==> config.mk <==
export PLATFORM = sky130hd
export DESIGN_NAME = reg_wb_arbiter
export DESIGN_NICKNAME = d
export VERILOG_FILES = /design/src/rtl/reg_wb_pkg.sv /design/src/rtl/wb_fifo.sv /design/src/rtl/reg_wb_arbiter.sv
export SDC_FILE = /design/constraint.sdc
export NUM_CORES = 1
export LEC_CHECK = 0
export BUFFER_PORTS_ARGS = -buffer_cell sky130_fd_sc_hd__buf_2
export CAP_MARGIN = 20
export CORE_MARGIN = 3
export CORE_UTILIZATION = 58
export CTS_CLUSTER_DIAMETER = 50
export CTS_CLUSTER_SIZE = 24
export DETAILED_ROUTE_END_ITERATION = 12
export MAX_ROUTING_LAYER = met4
export PLACE_DENSITY = 0.94
export SYNTH_ARGS = -nofsm -noshare
export SYNTH_HDL_FRONTEND = slang
export SYNTH_SLANG_ARGS = --single-unit
==> constraint.sdc <==
create_clock -name clk -period 5.2 [get_ports clk]
set_input_delay 0.78 -clock clk [delete_from_list [all_inputs] [get_ports clk]]
set_output_delay 0.78 -clock clk [all_outputs]
set_load 0.05 [all_outputs]
==> src/rtl/reg_wb_pkg.sv <==
// rtl/reg_wb_pkg.sv - shared types and default constants for the register writeback arbiter
// Contents:
//   DEFAULT_*  : default parameter values used by reg_wb_arbiter
//   wb_req_t   : {addr, data} register write record at default widths
//   fsm_t      : arbiter state (NORMAL: WB wins, HOLD: queued LL result wins)
package reg_wb_pkg;

    localparam int DEFAULT_DATA_WIDTH   = 32;
    localparam int DEFAULT_ADDR_WIDTH   = 5;
    localparam int DEFAULT_Q_DEPTH      = 2;
    localparam int DEFAULT_STARVE_LIMIT = 4;

    typedef struct packed {
        logic [DEFAULT_ADDR_WIDTH-1:0] addr;
        logic [DEFAULT_DATA_WIDTH-1:0] data;
    } wb_req_t;

    typedef enum logic {
        NORMAL = 1'b0,
        HOLD   = 1'b1
    } fsm_t;

endpackage

==> src/rtl/wb_fifo.sv <==
// rtl/wb_fifo.sv - synchronous FIFO holding long-latency results awaiting a write slot
// Ports:
//   clk, reset        : clock, synchronous active-high reset (empties the FIFO)
//   push, push_data   : enqueue one entry (caller guarantees !full)
//   pop               : dequeue the head (caller guarantees !empty)
//   head_data         : current head entry, valid while !empty
//   full, empty       : occupancy flags
module wb_fifo #(
    parameter int WIDTH = 37,
    parameter int DEPTH = 2
) (
    input  logic             clk,
    input  logic             reset,
    input  logic             push,
    input  logic [WIDTH-1:0] push_data,
    input  logic             pop,
    output logic [WIDTH-1:0] head_data,
    output logic             full,
    output logic             empty
);

    localparam int PTR_W = (DEPTH > 1) ? $clog2(DEPTH) : 1;

    logic [WIDTH-1:0] mem [DEPTH];
    // Extra MSB on each pointer separates the full and empty cases when the
    // index bits coincide; DEPTH is a power of two so wrap is natural overflow.
    logic [PTR_W:0]   wr_ptr;
    logic [PTR_W:0]   rd_ptr;

    assign empty     = (wr_ptr == rd_ptr);
    assign full      = (wr_ptr[PTR_W] != rd_ptr[PTR_W]) &&
                       (wr_ptr[PTR_W-1:0] == rd_ptr[PTR_W-1:0]);
    assign head_data = mem[rd_ptr[PTR_W-1:0]];

    always_ff @(posedge clk) begin
        if (reset) begin
            wr_ptr <= '0;
            rd_ptr <= '0;
        end else begin
            if (push) begin
                wr_ptr <= wr_ptr + 1'b1;
            end
            if (pop) begin
                rd_ptr <= rd_ptr + 1'b1;
            end
        end
    end

    // Storage carries no reset: entries are only observable between push and pop.
    always_ff @(posedge clk) begin
        if (push) begin
            mem[wr_ptr[PTR_W-1:0]] <= push_data;
        end
    end

endmodule

==> src/rtl/reg_wb_arbiter.sv <==
// rtl/reg_wb_arbiter.sv - shares the register-file write port between pipeline WB and a long-latency unit
// Ports:
//   clk, reset, clk_en                      : clock, sync active-high reset, global enable
//   pipe_wr_en/pipe_w_addr/pipe_w_data      : pipeline writeback request (passes through in the same cycle)
//   pipe_hold                               : registered; WB must stay idle next cycle
//   ll_issue/ll_issue_addr                  : LL op issued, marks its destination busy
//   ll_valid/ll_ready/ll_addr/ll_data       : LL result handshake into the result FIFO
//   sb_rs_addr/sb_rt_addr/sb_rd_addr        : issue-stage scoreboard query
//   sb_stall                                : any queried register has an LL result pending
//   rf_wr_en/rf_w_addr/rf_w_data            : register file write port
module reg_wb_arbiter
    import reg_wb_pkg::*;
#(
    parameter int DATA_WIDTH   = DEFAULT_DATA_WIDTH,
    parameter int ADDR_WIDTH   = DEFAULT_ADDR_WIDTH,
    parameter int Q_DEPTH      = DEFAULT_Q_DEPTH,
    parameter int STARVE_LIMIT = DEFAULT_STARVE_LIMIT
) (
    input  logic                  clk,
    input  logic                  reset,
    input  logic                  clk_en,
    input  logic                  pipe_wr_en,
    input  logic [ADDR_WIDTH-1:0] pipe_w_addr,
    input  logic [DATA_WIDTH-1:0] pipe_w_data,
    output logic                  pipe_hold,
    input  logic                  ll_issue,
    input  logic [ADDR_WIDTH-1:0] ll_issue_addr,
    input  logic                  ll_valid,
    output logic                  ll_ready,
    input  logic [ADDR_WIDTH-1:0] ll_addr,
    input  logic [DATA_WIDTH-1:0] ll_data,
    input  logic [ADDR_WIDTH-1:0] sb_rs_addr,
    input  logic [ADDR_WIDTH-1:0] sb_rt_addr,
    input  logic [ADDR_WIDTH-1:0] sb_rd_addr,
    output logic                  sb_stall,
    output logic                  rf_wr_en,
    output logic [ADDR_WIDTH-1:0] rf_w_addr,
    output logic [DATA_WIDTH-1:0] rf_w_data
);

    localparam int NUM_REGS = 2 ** ADDR_WIDTH;
    localparam int CNT_W    = $clog2(STARVE_LIMIT) + 1;

    // Same layout as wb_req_t, but sized by this instance's parameters.
    typedef struct packed {
        logic [ADDR_WIDTH-1:0] addr;
        logic [DATA_WIDTH-1:0] data;
    } req_t;

    fsm_t               state;
    logic [CNT_W-1:0]   starve_cnt;
    logic [NUM_REGS-1:0] busy;
    logic [NUM_REGS-1:0] busy_next;
    logic [NUM_REGS-1:0] busy_eff;

    req_t head;
    req_t push_req;
    logic fifo_full;
    logic fifo_empty;
    logic fifo_push;
    logic fifo_pop;
    logic active;
    logic head_nz;
    logic ll_write;
    logic starve_inc;

    assign active   = clk_en && !reset;
    assign ll_ready = active && !fifo_full;
    // ll_ready is computed from pre-pop occupancy, so a full FIFO never
    // accepts in the same cycle it pops.
    assign fifo_push = ll_valid && ll_ready;
    assign push_req  = '{addr: ll_addr, data: ll_data};
    assign head_nz   = !fifo_empty && (head.addr != '0);

    wb_fifo #(
        .WIDTH ($bits(req_t)),
        .DEPTH (Q_DEPTH)
    ) u_fifo (
        .clk       (clk),
        .reset     (reset),
        .push      (fifo_push),
        .push_data (push_req),
        .pop       (fifo_pop),
        .head_data (head),
        .full      (fifo_full),
        .empty     (fifo_empty)
    );

    // Write-port selection. A head entry aimed at r0 is discarded on sight
    // (even while WB owns the port) so it never holds up younger results.
    always_comb begin
        rf_wr_en   = 1'b0;
        rf_w_addr  = '0;
        rf_w_data  = '0;
        fifo_pop   = 1'b0;
        ll_write   = 1'b0;
        starve_inc = 1'b0;
        if (active) begin
            if (state == NORMAL) begin
                if (pipe_wr_en) begin
                    rf_wr_en   = 1'b1;
                    rf_w_addr  = pipe_w_addr;
                    rf_w_data  = pipe_w_data;
                    fifo_pop   = !fifo_empty && !head_nz;
                    starve_inc = head_nz;
                end else if (!fifo_empty) begin
                    fifo_pop = 1'b1;
                    ll_write = head_nz;
                end
            end else begin
                // HOLD: any WB request here is a protocol violation and is dropped.
                fifo_pop = !fifo_empty;
                ll_write = head_nz;
            end
            if (ll_write) begin
                rf_wr_en  = 1'b1;
                rf_w_addr = head.addr;
                rf_w_data = head.data;
            end
        end
    end

    // Arbiter FSM with the registered pipe_hold output.
    always_ff @(posedge clk) begin
        if (reset) begin
            state      <= NORMAL;
            starve_cnt <= '0;
            pipe_hold  <= 1'b0;
        end else if (clk_en) begin
            case (state)
                NORMAL: begin
                    if (fifo_pop) begin
                        starve_cnt <= '0;
                    end else if (starve_inc) begin
                        starve_cnt <= starve_cnt + 1'b1;
                        if (starve_cnt == CNT_W'(STARVE_LIMIT - 1)) begin
                            state     <= HOLD;
                            pipe_hold <= 1'b1;
                        end
                    end
                end
                HOLD: begin
                    state      <= NORMAL;
                    starve_cnt <= '0;
                    pipe_hold  <= 1'b0;
                end
                default: begin
                    state      <= NORMAL;
                    starve_cnt <= '0;
                    pipe_hold  <= 1'b0;
                end
            endcase
        end
    end

    // Scoreboard: clear on the LL write first, then set, so a same-cycle
    // issue to the address being retired leaves it busy.
    always_comb begin
        busy_next = busy;
        if (ll_write) begin
            busy_next[head.addr] = 1'b0;
        end
        if (active && ll_issue && (ll_issue_addr != '0)) begin
            busy_next[ll_issue_addr] = 1'b1;
        end
    end

    always_ff @(posedge clk) begin
        if (reset) begin
            busy <= '0;
        end else if (clk_en) begin
            busy <= busy_next;
        end
    end

    assign busy_eff = {busy[NUM_REGS-1:1], 1'b0};
    assign sb_stall = busy_eff[sb_rs_addr] | busy_eff[sb_rt_addr] | busy_eff[sb_rd_addr];

    a_no_wb_in_hold: assert property (@(posedge clk) disable iff (reset)
        (clk_en && state == HOLD) |-> !pipe_wr_en);

    a_no_wb_to_busy: assert property (@(posedge clk) disable iff (reset)
        (clk_en && pipe_wr_en && pipe_w_addr != '0) |-> !busy[pipe_w_addr]);

endmodule

* Word level (Yosys, flattened, before mapping) *
Memory sizes are Yosys's and may differ from the RTL's. A register that Yosys moved wholly into a read port is not among the register bits.
Cells that the tools add are included.

cells by class
  bitwise operators = 6
  muxes and demuxes = 51
  add/sub/neg operators = 3
  reductions and logical operators = 18
  $lt $le $gt $ge = 7
  equality and inequality tests = 8

operators by type and width
  kind                                                         count
  two-way mux 32 bit                                           6
  AND 32 bit                                                   1
  inverter 32 bit                                              1
  OR 32 bit                                                    1
  two-way mux 1 bit                                            31
  less-than comparator 5 x 6 -> 1 bit (second input constant)  5
  two-way mux 5 bit                                            4
  binary-select mux 1 bit (select 5 bit)                       3
  demux 1 bit (select 5 bit)                                   2
  >= comparator 5 x 1 -> 1 bit (second input constant)         2
  logical AND 1 bit                                            10
  nonzero test 5 bit                                           2
  two-way mux 3 bit                                            2
  one-hot mux 3 bit (2 select lines)                           1
  adder 2 x 1 -> 2 bit (second input constant)                 2
  zero test 1 bit                                              4
  != test 2 bit (second input constant)                        2
  one-hot mux 1 bit (2 select lines)                           2
  AND reduction 4 bit                                          1
  adder 3 x 1 -> 3 bit (second input constant)                 1
  == test 3 x 2 -> 1 bit (second input constant)               1
  != test 3 bit (second input constant)                        1
  == test 2 bit                                                1
  != test 2 x 1 -> 1 bit (second input constant)               1
  other kinds (5)                                              6

word-level totals
  logic and storage cells = 100
  memories = 1
  memory bits (writable) = 74
  output and inout port bits = 41
  register bits = 41

memories
  name        words  width  rd ports  clocked after memory_dff  wr ports  line           text
  u_fifo.mem  2      37     1         1                         1         wb_fifo.sv:24  logic [WIDTH-1:0] mem [DEPTH];

* Logic depth before layout (Yosys ltp) *
Gate-level depths: netlist of run 1.

  word-level depth = 11
  gate-level depth with buffers = 7

* By module *
A second synthesis of run 1 with hierarchy kept.

second synthesis, totals
  cell total of the unflattened synthesis = 449
  area total of the unflattened synthesis = 5935.7 um^2

modules (own cells, without submodules)
  module          area each (um^2)  times used  cells an instance  seq. area each (um^2)
  wb_fifo         3035.4            1           137                2322.2
  reg_wb_arbiter  2900.3            1           312                720.7

* Worst setup path before layout of run 1 *
Ideal clock, no wire load.

  path kind = input-to-reg
  from = in reset
  to = mem u_fifo.mem[0][0] (enable)
  arrival time = 3.438 ns
  stages = 5
  slack = 1.331 ns
  path buffers = 0
  cells stage by stage = inv_1 > nand2_1 > nor2_1 > nand2_1 > nor2_1

between the ends
  longest elaborated chain between the ends = 6

ends and longest elaborated chain
  element                                  line                  text
  start: declaration                       reg_wb_arbiter.sv:20  input logic reset,
  zero test 1 bit                          reg_wb_arbiter.sv:67  assign active = clk_en && !reset;
  logical AND 1 bit                        reg_wb_arbiter.sv:67
  logical AND 1 bit                        reg_wb_arbiter.sv:68  assign ll_ready = active && !fifo_full;
  via ll_ready                             reg_wb_arbiter.sv:29  output logic ll_ready,
  logical AND 1 bit                        reg_wb_arbiter.sv:71  assign fifo_push = ll_valid && ll_ready;
  two-way mux 1 bit                        wb_fifo.sv:51         if (push) begin
  two-way mux 1 bit (not written as such)  wb_fifo.sv:52         mem[wr_ptr[PTR_W-1:0]] <= push_data;
  end: declaration                         wb_fifo.sv:24

The timed path passes the listed nets, and every way through them passes these cells.

* Worst setup path in the final report of run 1 *
  from = in reset
  to = out rf_w_data[5]

between the ends
  longest elaborated chain between the ends = 3

ends and longest elaborated chain
  element             line                  text
  zero test 1 bit     reg_wb_arbiter.sv:67
  logical AND 1 bit   reg_wb_arbiter.sv:67
  two-way mux 32 bit  reg_wb_arbiter.sv:98  if (active) begin
  end: declaration    reg_wb_arbiter.sv:38  output logic [DATA_WIDTH-1:0] rf_w_data

Every way passes these cells.

==> results.md, run 1 <==
- Sequential Area: 3044 um2
- Worst-path clk slew: 60 ps
- Outcome: finished clean
- Iteration-0 DRC count of the detailed router: 483
- Post-CTS Setup Bufs: 0
- Area of the multi-input gates: 2589 um2
- Clock share of power: 48.3%
- Layout cells sized above 1: 31.94%
- Hold Path Class: primary input to flop
- Num CTS Buffers: 17
- Final hold vios: 0
- Pwr dens: 323.1 nW/um2
- Setup_tns: 0 ps
- Layout Nets: 737
- Number of enable flip-flop cells after synthesis: 74
- Root Buffer: clkbuf_8
- First-pass GRT wire length: 26.43 mm
- Min cycle time layout: 3791 ps
- Layout area overhead: 23.26%
- Worst-Margin Slew: 885.4 ps
- Vias in the first global route: 5102
- TritonCTS sink count: 115
- Synthesized area per cell: 11.58 um2
- Worst VDD drop: 0.2541 mV
- First-pass iteration count of the detailed router: 5
- Worst Skew: 7.829 ps
- Sequential area share after synthesis: 52.57%
- Synth top area share: 38.39%
- DRT Wirelength: 16.87 mm
- Internal Pwr Total: 1.735 mW
- Die Span X: 105.9 um
- Worst setup margin: 1409 ps
- Max_cap viols: 0
- Fmax: 263.8 MHz
- FILL cells: 594
- Clock buffer depth: 2
- Fin crit share: 72.91%
- Ys async rst share: 0%
- Maximum fanout along the worst path: 36
- Via count: 4972
- Design area: 7134 um2
- Initial antenna violation count: 1
- Core area: 9459 um2
- Finish-stage setup viols: 0
- H-tree Lvls: 4
- NetSw: 0.5704 mW
- Total power: 2.305 mW
- RSZ-0062 raised after global routing: no
- Via density: 6.391
- Leak: 2.652 nW
- Max-Slew Margin vs Limit: 40.97%
- Area contributors post-synth: edfxtp_1 (38%), dfxtp_1 (14%), mux2i_1 (6.9%), o21ai_0 (4.9%), mux4_2 (4.7%)
- Combinational Power Share: 8.6%
- Critical path class: primary input to primary output
- Die Y: 105.9 um
- Io pins: 141
- Dpl ws: 1557 ps
- Global Route Usage Sum: 31.58%
- Flops & latches, synth: 115
- Pins Over Slew Limit: 0
- Distinct cells, synth: 62
- Gpl congestion: 0.9335
- Grt ovf: 0
- Switching part of the total: 24.75%
- Row count: 35
- HPWL Detailed: 11.65 mm
- Port bufs: 140
- Cells after Synth: 500
- Largest net degree at the start of global routing: 39
- Skew-Pair Late Insertion Delay: 510 ps
- # hold bufs at CTS: 0
- Die area: 11210 um2
- Antenna Nets Post-Route: 0
- Placed inst area: 6544 um2
- CTS tree: done
- Worst EP arrival: 3010 ps
- Synth Cell Area: 5788 um2
- Yosys top cell by area: edfxtp_1
- Synth Flop Type: edfxtp_1
- WL/cell: 21.69 um
- CTS resizes: 0
- Net count after synthesis: 602
- DRC: 0
- Initial core utilization: 61.19%
- Sequential share of power: 43.1%
- Yosys warns: 0
- Crit. End Element: primary output
- Required @ worst endpoint: 4420 ps
- Critical path startpoint category: primary input
-- sequential cells by signal, summed over array words and instances (netlist names), named ones only --
register and flops:
u_fifo.mem 74, busy 31, starve_cnt 3, u_fifo.rd_ptr 2, u_fifo.wr_ptr 2, pipe_hold 1, state 1
-- per-stage QoR --
step	std cells	hold slack, ps	utilization, %
after floorplan	500	457.0	-
after global placement	744	445.6	69.18
after detailed placement	744	452.6	69.18
after CTS	776	446.0	75.19
after global routing	778	440.8	75.42
final	778	453.1	75.42
-- layout by cell type (no fill, tap or decap), drive strengths merged, types with 9 or more instances in the layout --
| cell | instances |
|---|---|
| buf | 143 |
| o21ai | 63 |
| inv | 14 |
| edfxtp | 74 |
| nor2b | 9 |
| nor2 | 20 |
| mux4 | 20 |
| clkbuf | 17 |
| o211ai | 16 |
| nand2 | 64 |
| mux2i | 41 |
| nand3 | 13 |
| a21oi | 22 |
| dfxtp | 41 |
-- synthesized netlist by cell type (all sizes together) (13+ instances only) --
cell type and number:
edfxtp 74, nand2 64, o21ai 63, dfxtp 41, mux2i 41, a21oi 22
mux4 20, nor2 20, o211ai 16, buf 14, clkbuf 13, nand3 13
-- path summary, 6_finish.rpt --
path	slack, ps	endpoint	from	cells past startpoint
max	1410	rf_w_data[5]	reset	8
min	450	u_fifo.mem[0][16]	ll_data[16]	1
max reg2reg	2880	u_fifo.wr_ptr[1]	u_fifo.wr_ptr[0]	6
min reg2reg	460	pipe_hold	pipe_hold	2
-- power by group through the flow --
stage,clock network [mW],registers (mW),logic [mW]
floorplan,0,1.01,0.117
global placement,0,1.01,0.185
detailed placement,0,1.01,0.191
CTS,1.11,0.994,0.194
global route,1.16,0.994,0.211
finish,1.11,0.994,0.198
-- area by class of cell --
class | count | share of cell area (%)
repair buffers | 143 | 10.31
inverters | 9 | 0.4735
flip-flops and latches | 115 | 42.67
clock buffers | 17 | 5.805
multi-input cells | 349 | 36.29
clock inverters | 15 | 2.157
diodes | 1 | 0.03508
well taps | 129 | 2.262
-- cells by family after synthesis --
kind of cell               after synthesis  share of synthesized area [%]
DFF                                    115                          52.57
muxes                                   67                          16.58
AOI/OAI and AO/OA                      131                          14.01
adders and majority gates                2                         0.4323
xor gates and xnor gates                 6                         0.9079
and+or+nand+nor                        143                          12.60
buffers and inverters                   36                          2.896
-- metal layers --
layer	share of wire [%]	global-route usage, %
met1	36	34.44
met3	9.8	8.075
met5	0	-
met4	3.8	14.34
met2	51	54.51
-- critical path: stages --
cell and delay (ps):
buf_2 240, inv_1 520, nand2_1 290, nor2_2 160, buf_4 360, nand2_1 160, o21ai_0 150, buf_2 330
(Power assumes the default switching activity.)
==> inputs of run 2 (changes only) <==
- ABC_AREA: default -> 1
- CORE_UTILIZATION: 58 -> 55
- PLACE_DENSITY: 0.94 -> 0.89
- clock period: 5.2 -> 3.7 ns (I/O delays scaled with it)
==> run 2 against run 1 <==
  * Register-to-register slack worse by 1600 ps
  * Combinational power up 74%
  * Synthesized cell count up 67%
  * Setup slack worse by 1000 ps
  * Utilization down 6.8 points
  * Total power up 51%
  * Sequential share of layout area down 4.0 points
  * Critical path type is now flop to primary output
  * Largest cell class unchanged
==> results.md, run 2 <==
- Outcome: finished clean
- Worst EP arrival: 2770 ps (-240 ps)
- Final hold vios: 0 (unchanged)
- Critical path startpoint category: flop
- Required @ worst endpoint: 3140 ps (-1280 ps)
- Leak: 3.300 nW (+24%)
- Yosys top cell by area: edfxtp_1
- Maximum fanout along the worst path: 37 (+2.8%)
- DRC: 0 (unchanged)
- Die Span X: 114.7 um (+8.3%)
- RSZ-0062 raised after global routing: no
- Die Y: 114.7 um (+8.3%)
- Via count: 6434 (+29%)
- Skew-Pair Late Insertion Delay: 410 ps (-100 ps)
- Pwr dens: 442.4 nW/um2 (+37%)
- Most common cell in the netlist: nand2_1
- Worst path slowest cell: dfxtp_2
- Antenna Nets Post-Route: 0 (unchanged)
- Net count after synthesis: 939 (+56%)
- Sequential area share after synthesis: 46.87% (-5.7 points)
- Yosys warns: 0 (unchanged)
- Area contributors post-synth: edfxtp_1 (34%), nand2_1 (13%), dfxtp_1 (13%), nand3_1 (12%), mux2i_1 (4.9%)
- Hold Path Class: primary input to flop
- Grt ovf: 0 (unchanged)
- Worst Skew: 8.280 ps (+0.4506 ps)
- Family with the most delay on the worst path: simple AND/OR/NAND/NOR gates
- CTS resizes: 0 (unchanged)
- Fmax: 300.5 MHz
- Num CTS Buffers: 17 (unchanged)
- Finish-stage setup viols: 0 (unchanged)
- Iteration-0 DRC count of the detailed router: 841 (+74%)
- CP most frequent cell: nand2_1
- Layout cells sized above 1: 20.74% (-11 points)
- Cell Chain, Critical Path: nand2_1, nand2_1, nor2_1, nand3_1, nand3_2, o21ai_0, buf_2
- Core Util, Final: 68.60% (-6.8 points)
- Gpl congestion: 0.9558 (+2.4%)
- Synth Cell Area: 6492 um2 (+12%)
- Global Route Usage Sum: 30.07% (-1.5 points)
- First-pass iteration count of the detailed router: 5 (unchanged)
- WL/cell: 16.78 um (-23%)
- CP max stage delay: 570 ps (+50 ps)
- Pins Over Slew Limit: 0 (unchanged)
- Synth Flop Type: edfxtp_1
- Initial core utilization: 56.62% (-4.6 points)
- Max-Slew Margin vs Limit: 33.90% (-7.1 points)
- Max FFs per register: 74 (unchanged)
- Flops & latches, synth: 115 (unchanged)
- Vias in the first global route: 6080 (+19%)
- Commonest cells after routing, fill and taps aside: nand2_1 (229), nand3_1 (160), buf_2 (140), edfxtp_1 (74), inv_1 (70)
- HPWL Detailed: 13.10 mm (+12%)
- Worst-Margin Slew: 983.9 ps (+98.52 ps)
- Fin crit share: 89.94%
- Via density: 5.750 (-10%)
- Min cycle time layout: 3328 ps
- Number of enable flip-flop cells after synthesis: 74 (unchanged)
- CTS tree: done
- Ys async rst share: 0% (unchanged)
- CP Buf/Inv Count: 1 (-3)
- TritonCTS sink count: 115 (unchanged)
- Die area: 13140 um2 (+17%)
- Largest net degree at the start of global routing: 53 (+36%)
- Synthesized area per cell: 7.757 um2 (-33%)
- # hold bufs at CTS: 0 (unchanged)
- Synth top area share: 34.23% (-4.2 points)
- Worst-path clk slew: 50 ps (about the same)
- H-tree Lvls: 4 (unchanged)
- Clock buffer depth: 2 (unchanged)
- Root Buffer: clkbuf_16
- Port bufs: 140 (unchanged)
- Post-CTS Setup Bufs: 0 (unchanged)
- First-pass GRT wire length: 29.66 mm (+12%)
- Max_cap viols: 0 (unchanged)
- Crit. End Element: primary output
- Commonest cells post-synth: nand2_1 (229), nand3_1 (160), edfxtp_1 (74), inv_1 (70), nor2_1 (63)
- Cells after Synth: 837 (+67%)
- Core area: 11470 um2 (+21%)
- Row count: 39 (+11%)
- Layout area overhead: 21.16%
- DRT Wirelength: 18.77 mm (+11%)
- Io pins: 141 (unchanged)
- Worst VDD drop: 0.4281 mV (+68%)
- Setup_tns: 0 ps (unchanged)
- Critical path class: flop to primary output
- Most common cell after layout, fill and taps aside: nand2_1
- Layout Nets: 1066 (+45%)
- Initial antenna violation count: 2 (+1)
- Distinct cells, synth: 32 (-48%)
run 2: cell type report:
type	instances	area [um2]
multi-input cells	605	2964
diodes	2	5.005
repair buffers	149	768.2
flip-flops and latches	115	3044
fillers	886	3601
well taps	143	178.9
clock buffers	19	432.9
inverters	76	287.8
clock inverters	10	185.2
run 2: power by group:
part / leakage, nW / internal (mW) / switching [mW]
combinational: 2.01 / 0.103 / 0.242
sequential: 1.00 / 1.39 / 0.00896
clock: 0.289 / 1.18 / 0.560
total: 3.30 / 2.67 / 0.811
run 2: cells by family (layout without fill, tap and decap cells):
group                      Yosys count  after routing  synth area share [%]
adders and majority gates            2              2                0.3854
AOI/OAI and AO/OA                   76             76                 6.032
xor gates and xnor gates             2              2                0.2699
buffers and inverters              117            254                 7.708
DFF                                115            115                 46.87
and+or+nand+nor                    493            493                 33.80
muxes                               32             32                 4.934
other                                0              2                     0
run 2: path summary, 6_finish.rpt:
check / start / endpoint / slack (ps) / cells after the start
hold reg to reg: busy[7] / busy[7] / 480 / 2
setup / recovery: flop / rf_w_addr[1] / 370 / 7
setup reg to reg: flop / busy[25] / 1260 / 10
hold / removal: ll_data[28] / u_fifo.mem[0][28] / 320 / 1
run 2: worst register-to-register path: cells and delay by family, from the launching register on:
family | cells | cell delay, ps
flip-flops | 1 | 570
buffers and inverters | 2 | 500
AND/OR/NAND/NOR | 8 | 1270
run 2: layer usage:
metal / up-vias / track usage [%] / wire length [um]
met1: 2953 / 36.42 / 7050
met4: 0 / 14.09 / 816
met3: 60 / 6.501 / 1778
met2: 351 / 47.96 / 9128
li1: 3070 / - / -
met5: - / - / 0
run 2: through the flow:
| stage | power, mW | cell area (um2) | hold WS, ps | setup WS, ps | std cells |
|---|---|---|---|---|---|
| finish | 3.480 | 7866 | 323.4 | 372.1 | 1119 |
| global route | 3.583 | 7866 | 312.6 | 159.4 | 1119 |
| CTS | 3.489 | 7861 | 310.9 | 431.1 | 1117 |
| detailed placement | 1.758 | 7243 | 456.4 | 514.9 | 1088 |
| global placement | 1.749 | 7243 | 453.1 | 700.1 | 1088 |
| floorplan | 1.642 | 6492 | 439.7 | 648.7 | 837 |
